<file path="src/rtl/wb_byte_master_pkg.sv">
// Shared types and constants for the byte-serial Wishbone initiator.
// Holds the FSM state enum, status codes, header field positions and bus widths.
package wb_byte_master_pkg;

  localparam int ADR_W = 14;
  localparam int DAT_W = 32;

  localparam int HDR_WE_BIT  = 7;
  localparam int HDR_SEL_LSB = 0;

  localparam logic [7:0] STATUS_ACK     = 8'h00;
  localparam logic [7:0] STATUS_TIMEOUT = 8'h01;

  typedef enum logic [2:0] {
    S_HDR,
    S_AHI,
    S_ALO,
    S_WDAT,
    S_BUS,
    S_RSTAT,
    S_RDAT
  } state_t;

endpackage

</file>
<file path="src/rtl/wb_byte_master_shreg.sv">
// wb_byte_shreg: 32-bit byte-lane assembler/serialiser with a 2-bit lane index.
// Ports: clk, rst, wr (write byte_in to lane idx), load (take word_in, idx=0),
// adv (idx+1, wraps), word, byte_out (lane idx), idx.
import wb_byte_master_pkg::*;

module wb_byte_shreg (
  input  logic             clk,
  input  logic             rst,
  input  logic             wr,
  input  logic [7:0]       byte_in,
  input  logic             load,
  input  logic [DAT_W-1:0] word_in,
  input  logic             adv,
  output logic [DAT_W-1:0] word,
  output logic [7:0]       byte_out,
  output logic [1:0]       idx
);

  always_ff @(posedge clk or posedge rst) begin
    if (rst) begin
      word <= '0;
      idx  <= 2'd0;
    end else if (load) begin
      word <= word_in;
      idx  <= 2'd0;
    end else begin
      if (wr)
        word[{idx, 3'b000} +: 8] <= byte_in;
      if (adv)
        idx <= idx + 2'd1;
    end
  end

  assign byte_out = word[{idx, 3'b000} +: 8];

endmodule

</file>
<file path="src/rtl/wb_byte_master.sv">
// Byte-serial command stream to single-beat Wishbone initiator, 8-bit response stream.
// Ports: clk, rst (async, high), cmd_* in stream, rsp_* out stream, wb_* master port.
// Build option: define WB_TIMEOUT_EN to abort a bus cycle after TIMEOUT_CYCLES.
import wb_byte_master_pkg::*;

module wb_byte_master #(
  parameter int TIMEOUT_CYCLES = 255
) (
  input  logic             clk,
  input  logic             rst,
  input  logic [7:0]       cmd_data,
  input  logic             cmd_valid,
  output logic             cmd_ready,
  output logic [7:0]       rsp_data,
  output logic             rsp_valid,
  input  logic             rsp_ready,
  output logic             wb_CYC,
  output logic             wb_STB,
  output logic             wb_WE,
  output logic [ADR_W-1:0] wb_ADR,
  output logic [3:0]       wb_SEL,
  output logic [DAT_W-1:0] wb_DAT_MOSI,
  input  logic [DAT_W-1:0] wb_DAT_MISO,
  input  logic             wb_ACK
);

  state_t state, state_n;

  logic             we_q;
  logic [3:0]       sel_q;
  logic [ADR_W-1:0] adr_q;
  logic [7:0]       status_q;

  logic             cmd_fire;
  logic             tmo_hit;
  logic             bus_done;

  logic             sh_wr;
  logic             sh_load;
  logic             sh_adv;
  logic [DAT_W-1:0] sh_word_in;
  logic [DAT_W-1:0] sh_word;
  logic [7:0]       sh_byte;
  logic [1:0]       sh_idx;

  assign cmd_fire = cmd_valid && cmd_ready;

`ifdef WB_TIMEOUT_EN
  localparam int TW = $clog2(TIMEOUT_CYCLES + 1);
  localparam logic [TW-1:0] T_LAST = TW'(TIMEOUT_CYCLES - 1);

  logic [TW-1:0] tmo_cnt;

  // Held at zero outside BUS, so it is clear on every BUS entry.
  always_ff @(posedge clk or posedge rst) begin
    if (rst)
      tmo_cnt <= '0;
    else if (state != S_BUS)
      tmo_cnt <= '0;
    else if (!wb_ACK)
      tmo_cnt <= tmo_cnt + 1'b1;
  end

  // An ACK in the expiry cycle takes priority.
  assign tmo_hit = (tmo_cnt == T_LAST) && !wb_ACK;
`else
  logic [31:0] unused_tmo;
  assign unused_tmo = TIMEOUT_CYCLES;
  assign tmo_hit    = 1'b0;
`endif

  assign bus_done = (state == S_BUS) && (wb_ACK || tmo_hit);

  always_ff @(posedge clk or posedge rst) begin
    if (rst)
      state <= S_HDR;
    else
      state <= state_n;
  end

  always_comb begin
    state_n = state;
    case (state)
      S_HDR:   if (cmd_fire) state_n = S_AHI;
      S_AHI:   if (cmd_fire) state_n = S_ALO;
      S_ALO:   if (cmd_fire) state_n = we_q ? S_WDAT : S_BUS;
      S_WDAT:  if (cmd_fire && sh_idx == 2'd3) state_n = S_BUS;
      S_BUS:   if (bus_done) state_n = S_RSTAT;
      S_RSTAT: if (rsp_ready) state_n = we_q ? S_HDR : S_RDAT;
      S_RDAT:  if (rsp_ready && sh_idx == 2'd3) state_n = S_HDR;
      default: state_n = S_HDR;
    endcase
  end

  always_comb begin
    cmd_ready  = 1'b0;
    rsp_valid  = 1'b0;
    rsp_data   = 8'h00;
    sh_wr      = 1'b0;
    sh_adv     = 1'b0;
    sh_load    = 1'b0;
    sh_word_in = wb_ACK ? wb_DAT_MISO : '0;
    case (state)
      S_HDR, S_AHI, S_ALO: cmd_ready = 1'b1;
      S_WDAT: begin
        cmd_ready = 1'b1;
        sh_wr     = cmd_valid;
        sh_adv    = cmd_valid;
      end
      S_BUS:   sh_load = bus_done;
      S_RSTAT: begin
        rsp_valid = 1'b1;
        rsp_data  = status_q;
      end
      S_RDAT: begin
        rsp_valid = 1'b1;
        rsp_data  = sh_byte;
        sh_adv    = rsp_ready;
      end
      default: ;
    endcase
  end

  always_ff @(posedge clk or posedge rst) begin
    if (rst) begin
      we_q     <= 1'b0;
      sel_q    <= 4'h0;
      adr_q    <= '0;
      status_q <= STATUS_ACK;
    end else begin
      if (cmd_fire && state == S_HDR) begin
        we_q  <= cmd_data[HDR_WE_BIT];
        sel_q <= cmd_data[HDR_SEL_LSB +: 4];
      end
      if (cmd_fire && state == S_AHI)
        adr_q[ADR_W-1:8] <= cmd_data[ADR_W-9:0];
      if (cmd_fire && state == S_ALO)
        adr_q[7:0] <= cmd_data;
      if (bus_done)
        status_q <= wb_ACK ? STATUS_ACK : STATUS_TIMEOUT;
    end
  end

  wb_byte_shreg u_shreg (
    .clk      (clk),
    .rst      (rst),
    .wr       (sh_wr),
    .byte_in  (cmd_data),
    .load     (sh_load),
    .word_in  (sh_word_in),
    .adv      (sh_adv),
    .word     (sh_word),
    .byte_out (sh_byte),
    .idx      (sh_idx)
  );

  // Bus strobes come straight from the state register: one clock after
  // the last command byte, and cleared asynchronously by reset.
  assign wb_CYC      = (state == S_BUS);
  assign wb_STB      = (state == S_BUS);
  assign wb_WE       = we_q;
  assign wb_ADR      = adr_q;
  assign wb_SEL      = sel_q;
  assign wb_DAT_MOSI = sh_word;

endmodule
</file>
<file path="config.mk">
export PLATFORM = sky130hd
export DESIGN_NAME = wb_byte_master
export DESIGN_NICKNAME = d
export VERILOG_FILES = /design/src/rtl/wb_byte_master_pkg.sv /design/src/rtl/wb_byte_master_shreg.sv /design/src/rtl/wb_byte_master.sv
export SDC_FILE = /design/constraint.sdc
export NUM_CORES = 1
export LEC_CHECK = 0
export BUFFER_PORTS_ARGS = -buffer_cell sky130_fd_sc_hd__buf_2
export CORE_MARGIN = 3
export CORE_UTILIZATION = 40
export DETAILED_ROUTE_END_ITERATION = 8
export GPL_TIMING_DRIVEN = 0
export PLACE_DENSITY = 0.77
export SKIP_LAST_GASP = 1
export SLEW_MARGIN = 20
export SYNTH_ARGS = -nofsm -noshare
export SYNTH_HDL_FRONTEND = slang
export SYNTH_SLANG_ARGS = --single-unit
</file>
<file path="constraint.sdc">
create_clock -name clk -period 4 [get_ports clk]
set_input_delay 0 -clock clk [delete_from_list [all_inputs] [get_ports clk]]
set_output_delay 0 -clock clk [all_outputs]
set_load 0.005 [all_outputs]
</file>
==> results.md <==
- Outcome: completed
- Hold Crit Class: in2reg
- ANT nets after route: 0
- Compound-Gate Fraction of Synth Area: 0.169
- Clock-pin slew of the registers on the worst-case setup and hold paths: 0.06 ns
- P_leak: 0.00196 µW
- H-Tree Depth: 3
- Net Count, Synth: 322
- Die W: 93.8 µm
- Antenna Cells: 0
- Area added between synthesis and finish: 38.1%
- # resized after CTS: 0
- Final setup vio count: 0
- RSZ-0062 raised after global routing: false
- Commonest non-fill, non-tap cell in the layout: buf_2
- Number of port buffers: 107
- Mux contribution to synthesized area: 0.138
- Crit Path Max Fanout: 10
- Clock latency on the worst-skew pair: 0.33 ns
- Fill count: 677
- Worst Clk Skew: 0.00535 ns
- Setup TNS: 0 ns
- I/O Pins: 108
- Mapped Area: 3080 µm²
- Crit share post-route: 0.725
- Wire per inst: 17.7 µm
- Flops & latches, synth: 57
- Total congestion overflow: 0
- Floorplan row count: 31
- Critical Setup Path Class: reg2reg
- First-pass GRT wire length: 15000 µm
- # DRC: 0
- TritonCTS clock tree: yes
- Crit path DAT: 3.17 ns
- CTS Sinks: 57
- Largest family of logic cells by synthesized area: simple AND/OR/NAND/NOR gates
- Post-synthesis average cell area: 11.3 µm²
- DP HPWL: 6840 µm
- Initial Utilization: 0.419
- CTS buffer count: 9
- Post-synth cell types: 45
- Initial antenna violation count: 0
- Vias post-DR: 2826
- CTS root buffer: clkbuf_8
- Gpl congestion: 0.876
- Setup bufs post-CTS: 0
- Sequential share of the synthesized area: 0.462
- Worst slew margin: 0.530
- Final slew viol count: 0
- Cell count after synthesis: 273
- Worst Max-Slew Pin Slew: 0.704 ns
- Minimum period implied by the final worst setup slack: 2.90 ns
- Synth Area in Adders: 0.0162
- Critical Path Source Type: register
- Fin. Hold Viols: 0
- First-pass DRT Iterations: 4
- Layout cells sized above 1: 0.416
- Critical path endpoint category: register
- Number of global-route vias before repair: 2931
- Die area: 8800 µm²
- Commonest non-fill, non-tap cells in the layout: 111 x buf_2, 57 x dfrtp_1, 34 x dlygate4sd3_1
- Synth Warn #: 0
- Initial DRC count: 102
- Post-layout nets: 474
- Area share of and/or/nand/nor cells after synthesis: 0.172
- MaxCap Viol Count: 0
- CTS Buffer Depth: 2
- Pwr/cell area: 692 nW/µm²
- Pin count of the biggest net entering global routing: 58
- Chip height: 93.8 µm
- Worst endpoint required time: 4.27 ns
- Pwr Total: 2950 µW
- XOR/XNOR share of the synthesized area: 0
- Max Freq: 345 MHz
- Final wirelength: 9360 µm
- Core Region: 7370 µm²
- All-Layer GR Usage: 0.219
- Worst ir drop on vdd: 0.320 mV
- Vias per inst: 5.34
## registers in the layout, indices dropped and copies added, names as in the netlist
name and flops:
u_shreg.word 32, status_q 1, u_shreg.idx 2, wb_ADR 14, wb_WE 1, state 3
wb_SEL 4
## critical path: stages (launching register included)
cell and delay (ns):
dfrtp_1 0.51, buf_2 0.40, inv_1 0.13, ha_1 0.43, nor4_4 0.57, nand2_1 0.10, o21ai_0 0.14, dlygate4sd3_1 0.56
## metrics by stage
step | hold WS, ns | util | instances | area, µm² | setup WS [ns]
after floorplan | 0.117 | - | 273 | 3080 | 1.85
after global placement | 0.209 | 0.508 | 479 | 3740 | 1.55
after detailed placement | 0.169 | 0.508 | 479 | 3750 | 1.46
after CTS | 0.00464 | 0.578 | 529 | 4260 | 1.09
after global routing | 0.0222 | 0.578 | 529 | 4260 | 0.912
final | 0.0253 | 0.578 | 529 | 4260 | 1.10
## cell type report
type	instances	area [µm²]	area share
clock inverter	3	15.0	0.00352
inverter	4	17.5	0.00411
multi-input combinational	196	1530	0.359
sequential	57	1430	0.335
clock buffer	13	159	0.0373
timing repair buffer	141	876	0.206
buffer	16	115	0.0270
tap	99	124	0.0291
## kinds of logic after synthesis
group                      after synthesis
DFF                                     57
and+or+nand+nor                         87
AOI/OAI and AO/OA                       75
buffers and inverters                   20
muxes                                   30
adders and majority gates                4
## routing by layer
metal  routed length (µm)  share of wire  global-route usage
met4                  106          0.011              0.0662
met3                  640          0.068              0.0585
met5                    0              0                   0
met2                 4690           0.50               0.378
met1                 3920           0.42               0.267
## report_power, final
part / total [µW] / switching [µW] / leakage [µW] / internal [µW]
registers: 1060 / 220 / 0.000716 / 839
clock network: 484 / 228 / 0.0000932 / 256
logic: 1410 / 683 / 0.00115 / 724
## cell usage after synthesis (all sizes together)
master | count | share of area
dfrtp | 57 | 0.46
a21o | 3 | 0.0073
a22oi | 15 | 0.037
clkbuf | 2 | 0.0028
nor2b | 10 | 0.020
nand3b | 3 | 0.0073
a211o | 1 | 0.0028
nor3b | 1 | 0.0061
o22ai | 2 | 0.0041
and4bb | 1 | 0.0053
and2 | 1 | 0.0020
nor4 | 1 | 0.0069
buf | 14 | 0.034
o211ai | 2 | 0.0049
ha | 4 | 0.016
nand2b | 3 | 0.0085
o21ai | 25 | 0.041
a221oi | 8 | 0.023
o31ai | 2 | 0.0065
inv | 4 | 0.0049
a32oi | 1 | 0.0028
mux4 | 8 | 0.058
nor2 | 19 | 0.023
a21oi | 5 | 0.014
a21boi | 9 | 0.022
a211oi | 1 | 0.0024
mux2i | 1 | 0.0032
o21a | 1 | 0.0024
nor4b | 2 | 0.015
mux2 | 21 | 0.077
and4b | 2 | 0.0077
nor3 | 2 | 0.011
nand2 | 34 | 0.042
nand4 | 8 | 0.016
## final timing paths
check,endpoint,from,slack (ns),cells past startpoint
worst max-delay path,u_shreg.word[30],u_shreg.idx[0],1.10,7
worst min register to register,wb_ADR[4],wb_ADR[4],0.50,1
worst min-delay path,u_shreg.word[16],cmd_data[0],0.03,3
min in group asynchronous,wb_ADR[9],rst,0.34,3
max in group asynchronous,u_shreg.word[28],rst,3.19,3
worst max register to register,u_shreg.word[30],u_shreg.idx[0],1.10,7
## what timing repair did
action,in CTS,in global routing
hold buffers,34,0
endpoints found under the setup margin,0,0
endpoints found under the hold margin,88,0
No activity file was read; power rests on OpenSTA's default activity.
